### config.mk
export PLATFORM = sky130hd
export DESIGN_NAME = shift_sequencer
export DESIGN_NICKNAME = d
export VERILOG_FILES = /design/src/rtl/shift_sequencer_pkg.sv /design/src/rtl/shift_stage.sv /design/src/rtl/shift_sequencer.sv
export SDC_FILE = /design/constraint.sdc
export NUM_CORES = 1
export LEC_CHECK = 0
export ABC_CLOCK_PERIOD_IN_PS = 7400
export CORE_UTILIZATION = 40
export DETAILED_ROUTE_END_ITERATION = 12
export SLEW_MARGIN = 20
export SYNTH_ARGS = -nofsm -noshare
export SYNTH_HDL_FRONTEND = slang
export SYNTH_SLANG_ARGS = --single-unit
### constraint.sdc
create_clock -name clock -period 7.4 [get_ports clock]
set_clock_uncertainty 0.2 [all_clocks]
set_input_delay 1.11 -clock clock [delete_from_list [all_inputs] [get_ports clock]]
set_output_delay 1.11 -clock clock [all_outputs]
set_load 0.02 [all_outputs]
### src/rtl/shift_sequencer_pkg.sv
// Shared definitions for the multi-cycle shift unit: widths, op and state encodings.
package shift_defs;

    localparam int unsigned DATA_W     = 32;
    localparam int unsigned NUM_STAGES = 5;

    typedef enum logic [1:0] {
        OP_SLL = 2'b00,
        OP_SRA = 2'b01,
        OP_SRL = 2'b10,
        OP_ROR = 2'b11
    } op_t;

    typedef enum logic [1:0] {
        ST_IDLE,
        ST_SHIFT,
        ST_DONE
    } state_t;

endpackage

### src/rtl/shift_stage.sv
// Single selectable power-of-two shift stage shared by all sequencer steps.
module shift_stage
    import shift_defs::*;
(
    input  logic [DATA_W-1:0]     value,
    input  logic [NUM_STAGES-1:0] amount,
    input  op_t                   op,
    output logic [DATA_W-1:0]     result
);

    logic [5:0] n;

    always_comb begin
        n = '0;
        case (amount)
            5'b00001: n = 6'd1;
            5'b00010: n = 6'd2;
            5'b00100: n = 6'd4;
            5'b01000: n = 6'd8;
            5'b10000: n = 6'd16;
            default:  n = 6'd0;
        endcase
    end

    always_comb begin
        result = value;
        case (op)
            OP_SLL:  result = value << n;
            OP_SRL:  result = value >> n;
            OP_SRA:  result = $unsigned($signed(value) >>> n);
            // A zero amount makes the left term shift by 32, leaving value intact.
            OP_ROR:  result = (value >> n) | (value << (6'd32 - n));
            default: result = value;
        endcase
    end

endmodule

### src/rtl/shift_sequencer.sv
// Multi-cycle 32-bit shifter: one power-of-two stage per clock, MSB stage first,
// with a start/ready handshake; a new start always aborts and restarts.
module shift_sequencer
    import shift_defs::*;
(
    input  logic              clock,
    input  logic              reset_n,
    input  logic              ctrl_start,
    input  logic [1:0]        ctrl_op,
    input  logic [4:0]        ctrl_shamt,
    input  logic [DATA_W-1:0] data_operandA,
    output logic [DATA_W-1:0] data_result,
    output logic              data_resultRDY,
    output logic              busy
);

    state_t                state_q, state_d;
    logic [2:0]            k_q, k_d;
    logic [DATA_W-1:0]     acc_q, acc_d;
    op_t                   op_q, op_d;
    logic [4:0]            shamt_q, shamt_d;
    logic [DATA_W-1:0]     result_d;
    logic [NUM_STAGES-1:0] amount;
    logic [DATA_W-1:0]     stage_out;
    logic [DATA_W-1:0]     stage_acc;

    assign amount = 5'b10000 >> k_q;

    shift_stage u_stage (
        .value  (acc_q),
        .amount (amount),
        .op     (op_q),
        .result (stage_out)
    );

    always_ff @(posedge clock or negedge reset_n) begin
        if (!reset_n) begin
            state_q     <= ST_IDLE;
            k_q         <= '0;
            acc_q       <= '0;
            op_q        <= OP_SLL;
            shamt_q     <= '0;
            data_result <= '0;
        end else begin
            state_q     <= state_d;
            k_q         <= k_d;
            acc_q       <= acc_d;
            op_q        <= op_d;
            shamt_q     <= shamt_d;
            data_result <= result_d;
        end
    end

    always_comb begin
        state_d        = state_q;
        k_d            = k_q;
        acc_d          = acc_q;
        op_d           = op_q;
        shamt_d        = shamt_q;
        result_d       = data_result;
        data_resultRDY = (state_q == ST_DONE);
        busy           = (state_q == ST_SHIFT);
        // Stage k is applied only when its shamt bit (MSB first) is set.
        stage_acc      = (|(shamt_q & amount)) ? stage_out : acc_q;

        if (ctrl_start) begin
            state_d = ST_SHIFT;
            k_d     = '0;
            acc_d   = data_operandA;
            op_d    = op_t'(ctrl_op);
            shamt_d = ctrl_shamt;
        end else begin
            case (state_q)
                ST_SHIFT: begin
                    acc_d = stage_acc;
                    if (k_q == 3'(NUM_STAGES - 1)) begin
                        result_d = stage_acc;
                        k_d      = '0;
                        state_d  = ST_DONE;
                    end else begin
                        k_d = k_q + 3'd1;
                    end
                end
                ST_DONE: state_d = ST_IDLE;
                default: state_d = ST_IDLE;
            endcase
        end
    end

endmodule

# After elaboration in Yosys (flattened, before gate mapping)
# Index checks and enable logic that the tools add are counted.
# word_totals
word_cells	43
reg_bits	76
# op_classes
addsub	2
eq_ne	12
bitwise	3
n_shift	5
mux	11
reduce_logical	4
# op_table
operator	n
$pmux 32 s4	1
$mux 32	3
$or 32x32->32	1
$shl 32x5->32	1
$shl 32x6->32	1
$shr 32x5->32	1
$sshr 32x5->32	1
$pmux 5 s5	1
$mux 3	3
$eq 2x2->1 const B	3
$mux 2	3
$sub 6x5->6 const A	1
$and 5x5->5	1
$eq 5x1->1 const B	1
$eq 5x2->1 const B	1
$eq 5x3->1 const B	1
$eq 5x4->1 const B	1
$eq 5x5->1 const B	1
$reduce_or 5->1	1
$shr 5x3->5 const A	1
$eq 2x1->1 const B	2
$add 3x1->3 const B	1
$eq 3x3->1 const B	1
$ne 3x2->1 const B	1
other kinds (4)	4

# Depth between registers and ports, before layout
# logic_depth
word_depth	10
mapped_depth	23
ltp_nobuf	14

# By module
# From an unflattened synthesis, not the netlist that was laid out.
# hier_totals
cells_unflattened	1141
area_unflattened_um2	8760.9
# modules_own_cells
module	n_inst	area_per_inst_um2	seq_area_each_um2	cells_each
shift_stage	1	5013.6	0.0	796
shift_sequencer	1	3747.3	1901.8	345

# Worst setup path before layout
# No wires, ideal clock.
# synth_timing
path_type	register -> register
from	register k_q[2]
to	register acc_q[25]
t_required_ns	7.096
period_less_slack_ns	4.636
path_buffers	10
t_arrival_ns	4.332
setup_time_ns	0.104
path_slack_ns	2.764
path_stages_with_launch	24
cell_sequence	dfrtp_1 buf_6 clkbuf_1 clkbuf_1 inv_1 ha_1 buf_2 nand2b_1 nor2_2 inv_1 buf_4 buf_2 buf_2 ha_1 buf_2 clkbuf_1 clkbuf_1 o21ai_0 o32ai_1 o21ai_0 a221o_1 nand3_1 a21oi_1 a221oi_1
# synth_between
elab_chain_len	10
# synth_lines
item	line	rtl
from (decl)	shift_sequencer.sv:18	logic [2:0] k_q, k_d;
from (signal assigned)	shift_sequencer.sv:46	k_q <= k_d;
$shr 5x3->5 *	shift_sequencer.sv:27	assign amount = 5'b10000 >> k_q;
$eq 5x5->1, or another cell as far along	shift_stage.sv:15	case (amount)
$pmux 5 s5	shift_stage.sv:15	
$sub 6x5->6	shift_stage.sv:32	OP_ROR: result = (value >> n) | (value << (6'd32 - n));
$shl 32x6->32	shift_stage.sv:32	
$or 32x32->32	shift_stage.sv:32	
$pmux 32 s4	shift_stage.sv:27	case (op)
$mux 32 *	shift_sequencer.sv:64	stage_acc = (|(shamt_q & amount)) ? stage_out : acc_q;
$mux 32 *	shift_sequencer.sv:73	case (state_q)
$mux 32 *	shift_sequencer.sv:66	if (ctrl_start) begin
to (signal assigned)	shift_sequencer.sv:40	acc_q <= '0;
to (signal assigned)	shift_sequencer.sv:47	acc_q <= acc_d;
to (decl)	shift_sequencer.sv:19	logic [DATA_W-1:0] acc_q, acc_d;
# Mark *: on every way between the ends. The rest lies on a longest branch, timed or not. The select of a mux whose other input is x is not followed.
# A chain may end at the register's enable or synchronous reset.

# Worst setup path in the final report
# layout_timing
from	register k_q[0]
to	register acc_q[19]
# Same word-level chain as after synthesis.

==> flow_metrics.tcl <==
set metrics [dict create \
    status "finished, final reports clean" \
    routedWlPerCell_um 34.61 \
    layout_commonest_cell "o21ai_0" \
    min_path_type "flop to flop" \
    finalWeightedCongestion 1.076 \
    pin_count 76 \
    ys_seq_elements 76 \
    wirelength_mm 52.77 \
    grt_pass1_wl_mm 75.60 \
    die_h_um 151.1 \
    fin_crit_sh_pct 70.83 \
    drv_slew 0 \
    hold_buffers 0 \
    cp.arrival_ns 5.28 \
    worstMarginPinSlew_ns 1.065 \
    clockBufferDepth 2 \
    cts_resized 0 \
    grt.overflow.total 0 \
    vias 11493 \
    critPathRequiredTime_ns 7.44 \
    cts-root-buf "clkbuf_16" \
    synth_top_family_by_area "compound AO/OA/AOI/OAI gates" \
    min_to "data_result[10]" \
    ys.warnings.count 0 \
    setup.worst_path.end_class "flop" \
    reg2reg_from "k_q[0]" \
    hpwl_mm 37.73 \
    setup_violations 0 \
    rsz0062_at_grt "false" \
    max_cap_viol_count 0 \
    start_util_pct 40.75 \
    portBuffers 75 \
    reg2reg_depth 14 \
    worstReg2RegEnd "acc_q[19]" \
    synthSimpleGateAreaFrac_pct 23.51 \
    die_x_um 151.1 \
    dr.pass1.iters 8 \
    fin_nets 1287 \
    p_per_area_nw_per_um2 583.4 \
    relSlewSlack_pct 28.56 \
    fin_crit_ns 5.242 \
    cts_buffers 9 \
    postSynthCellCount 1248 \
    worstSetupPathType "flop to flop" \
    syn_area_um2 8894 \
    insertion_delay_ns 0.36 \
    holdWs_ns 0.2783 \
    max_freq_mhz 190.8 \
    track_usage_pct 46.68 \
    stdcell_count 1525 \
    p_leak_uw 0.003883 \
    post-cts-setup-buffer-count 0 \
    drc 0 \
    synth_edf_count 0 \
    vdd_ir_drop_max_mv 0.3466 \
    finalSetupTns_ns 0 \
    clk_pin_slew_ns 0.07 \
    regToRegSetupSlack_ns 2.16 \
    die_area_um2 22830 \
    layout_common_cells "132 x o21ai_0, 112 x nand2_1, 97 x nor2_1" \
    syn_avg_cell_area_um2 7.126 \
    hold_viol 0 \
    cts.sinks 76 \
    grt_max_degree 81 \
    synth_fa_ha_area_share_pct 0.8441 \
    synth_ff_type "dfrtp_1" \
    postRouteAntennaNets 0 \
    synth_cell_types 85 \
    dpl.cell_count 1507 \
    syn_to_final_growth_pct 13.56 \
    holdCritStartpoint "data_result[10]" \
    whs_path_depth 1 \
    drive_gt1_share_pct 9.887 \
    synth-seq-area-share_pct 21.38 \
    num_rows 54 \
    synth-async-reset-ratio_pct 100.0 \
    synth_nets 1296 \
    tritoncts "built" \
    first_global_vias 10573 \
    synth-compound-area-share_pct 39.87 \
    core_um2 21820 \
    start_kind "flop" \
    synthXorXnorAreaFrac_pct 0.1970 \
    path_max_fanout 38 \
    h-tree-depth 3 \
    avgViaCountPerCell 7.536 \
    antenna_found_initial 4 \
    drtIter0Drc 2219 \
    synthMuxAreaShare_pct 5.374 \
]
[state kept, by name, summed over array words and instances (netlist names)]
signal	count
data_result	32
shamt_q	5
state_q	2
op_q	2
k_q	3
acc_q	32
[worst max path at each step]
stage / start / to / slack, ns
6_report: k_q[0] / acc_q[19] / 2.16
5_1_grt: k_q[0] / acc_q[19] / 1.97
4_1_cts: k_q[0] / acc_q[19] / 2.40
3_5_place_dp: k_q[0] / acc_q[27] / 2.47
3_3_place_gp: k_q[0] / data_result[18] / 2.52
2_1_floorplan: k_q[2] / acc_q[25] / 2.76
[cells in the mapped netlist (15+ instances only)]
cell type  instances  share of area (%)
dfrtp_1           76                 21
a221oi_1          24                2.4
o211ai_1          32                2.7
buf_2             39                2.2
inv_1             39                1.6
nor3_1            54                3.0
a211oi_1          44                3.7
clkbuf_1          88                3.7
nand2_1          112                4.7
a21oi_1           86                4.8
o221ai_1          15                1.5
nand3_1           43                2.4
nor2_1           100                4.2
o31ai_1           18                1.5
o21ai_0          132                7.4
nor4_1            21                1.5
and3_1            25                1.8
mux2i_1           25                2.8
[where the power goes]
group          internal (uW)  total [uW]  switching (uW)
clock network            302         516             214
logic                   1370        4410            3050
registers                582         964             382
total                   2250        5890            3640
[stage by stage]
| stage | cell area, um2 | util, % | setup WS (ns) | total power (uW) |
|---|---|---|---|---|
| floorplan | 8894 | - | 2.764 | 3308 |
| global placement | 9739 | 44.63 | 2.519 | 5120 |
| detailed placement | 9739 | 44.63 | 2.470 | 5069 |
| CTS | 10070 | 46.14 | 2.401 | 5595 |
| global route | 10100 | 46.27 | 1.968 | 6023 |
| finish | 10100 | 46.28 | 2.158 | 5892 |
[critical path, stage by stage, from the launching register on]
cell and delay (ns):
dfrtp_1 0.41, inv_1 0.11, ha_1 0.54, o21ba_2 0.40, nor2_2 0.10, inv_1 0.09
ha_1 0.18, buf_4 0.46, o211a_1 0.23, a21oi_1 0.07, a2111oi_4 0.84, nand2_1 0.64
o22ai_1 0.33, a211oi_1 0.15, a221oi_1 0.35
[metal layers]
layer	GRT usage, %	share of wire, %	routed length (um)	vias to the layer above
li1	-	-	-	4734
met1	61.46	39	20480	5482
met2	65.57	40	21150	1013
met3	15.99	14	7409	262
met4	27.00	7.1	3724	2
met5	0	0.025	13	-
[cell type report]
type / instances / area, um2
Sequential cell: 76 / 1902
Timing Repair Buffer: 123 / 1124
Clock buffer: 9 / 225.2
Clock inverter: 7 / 105.1
Tap cell: 280 / 350.3
Fill cell: 2269 / 11720
Multi-Input combinational cell: 989 / 6241
Antenna cell: 1 / 2.502
Inverter: 40 / 150.1
[logic make-up after synthesis]
logic type / count (synthesis)
muxes: 41
DFF: 76
AOI/OAI and AO/OA: 512
buffers and inverters: 183
and+or+nand+nor: 428
xor gates and xnor gates: 2
adders and majority gates: 6
Power figures use the tool's default switching activity.
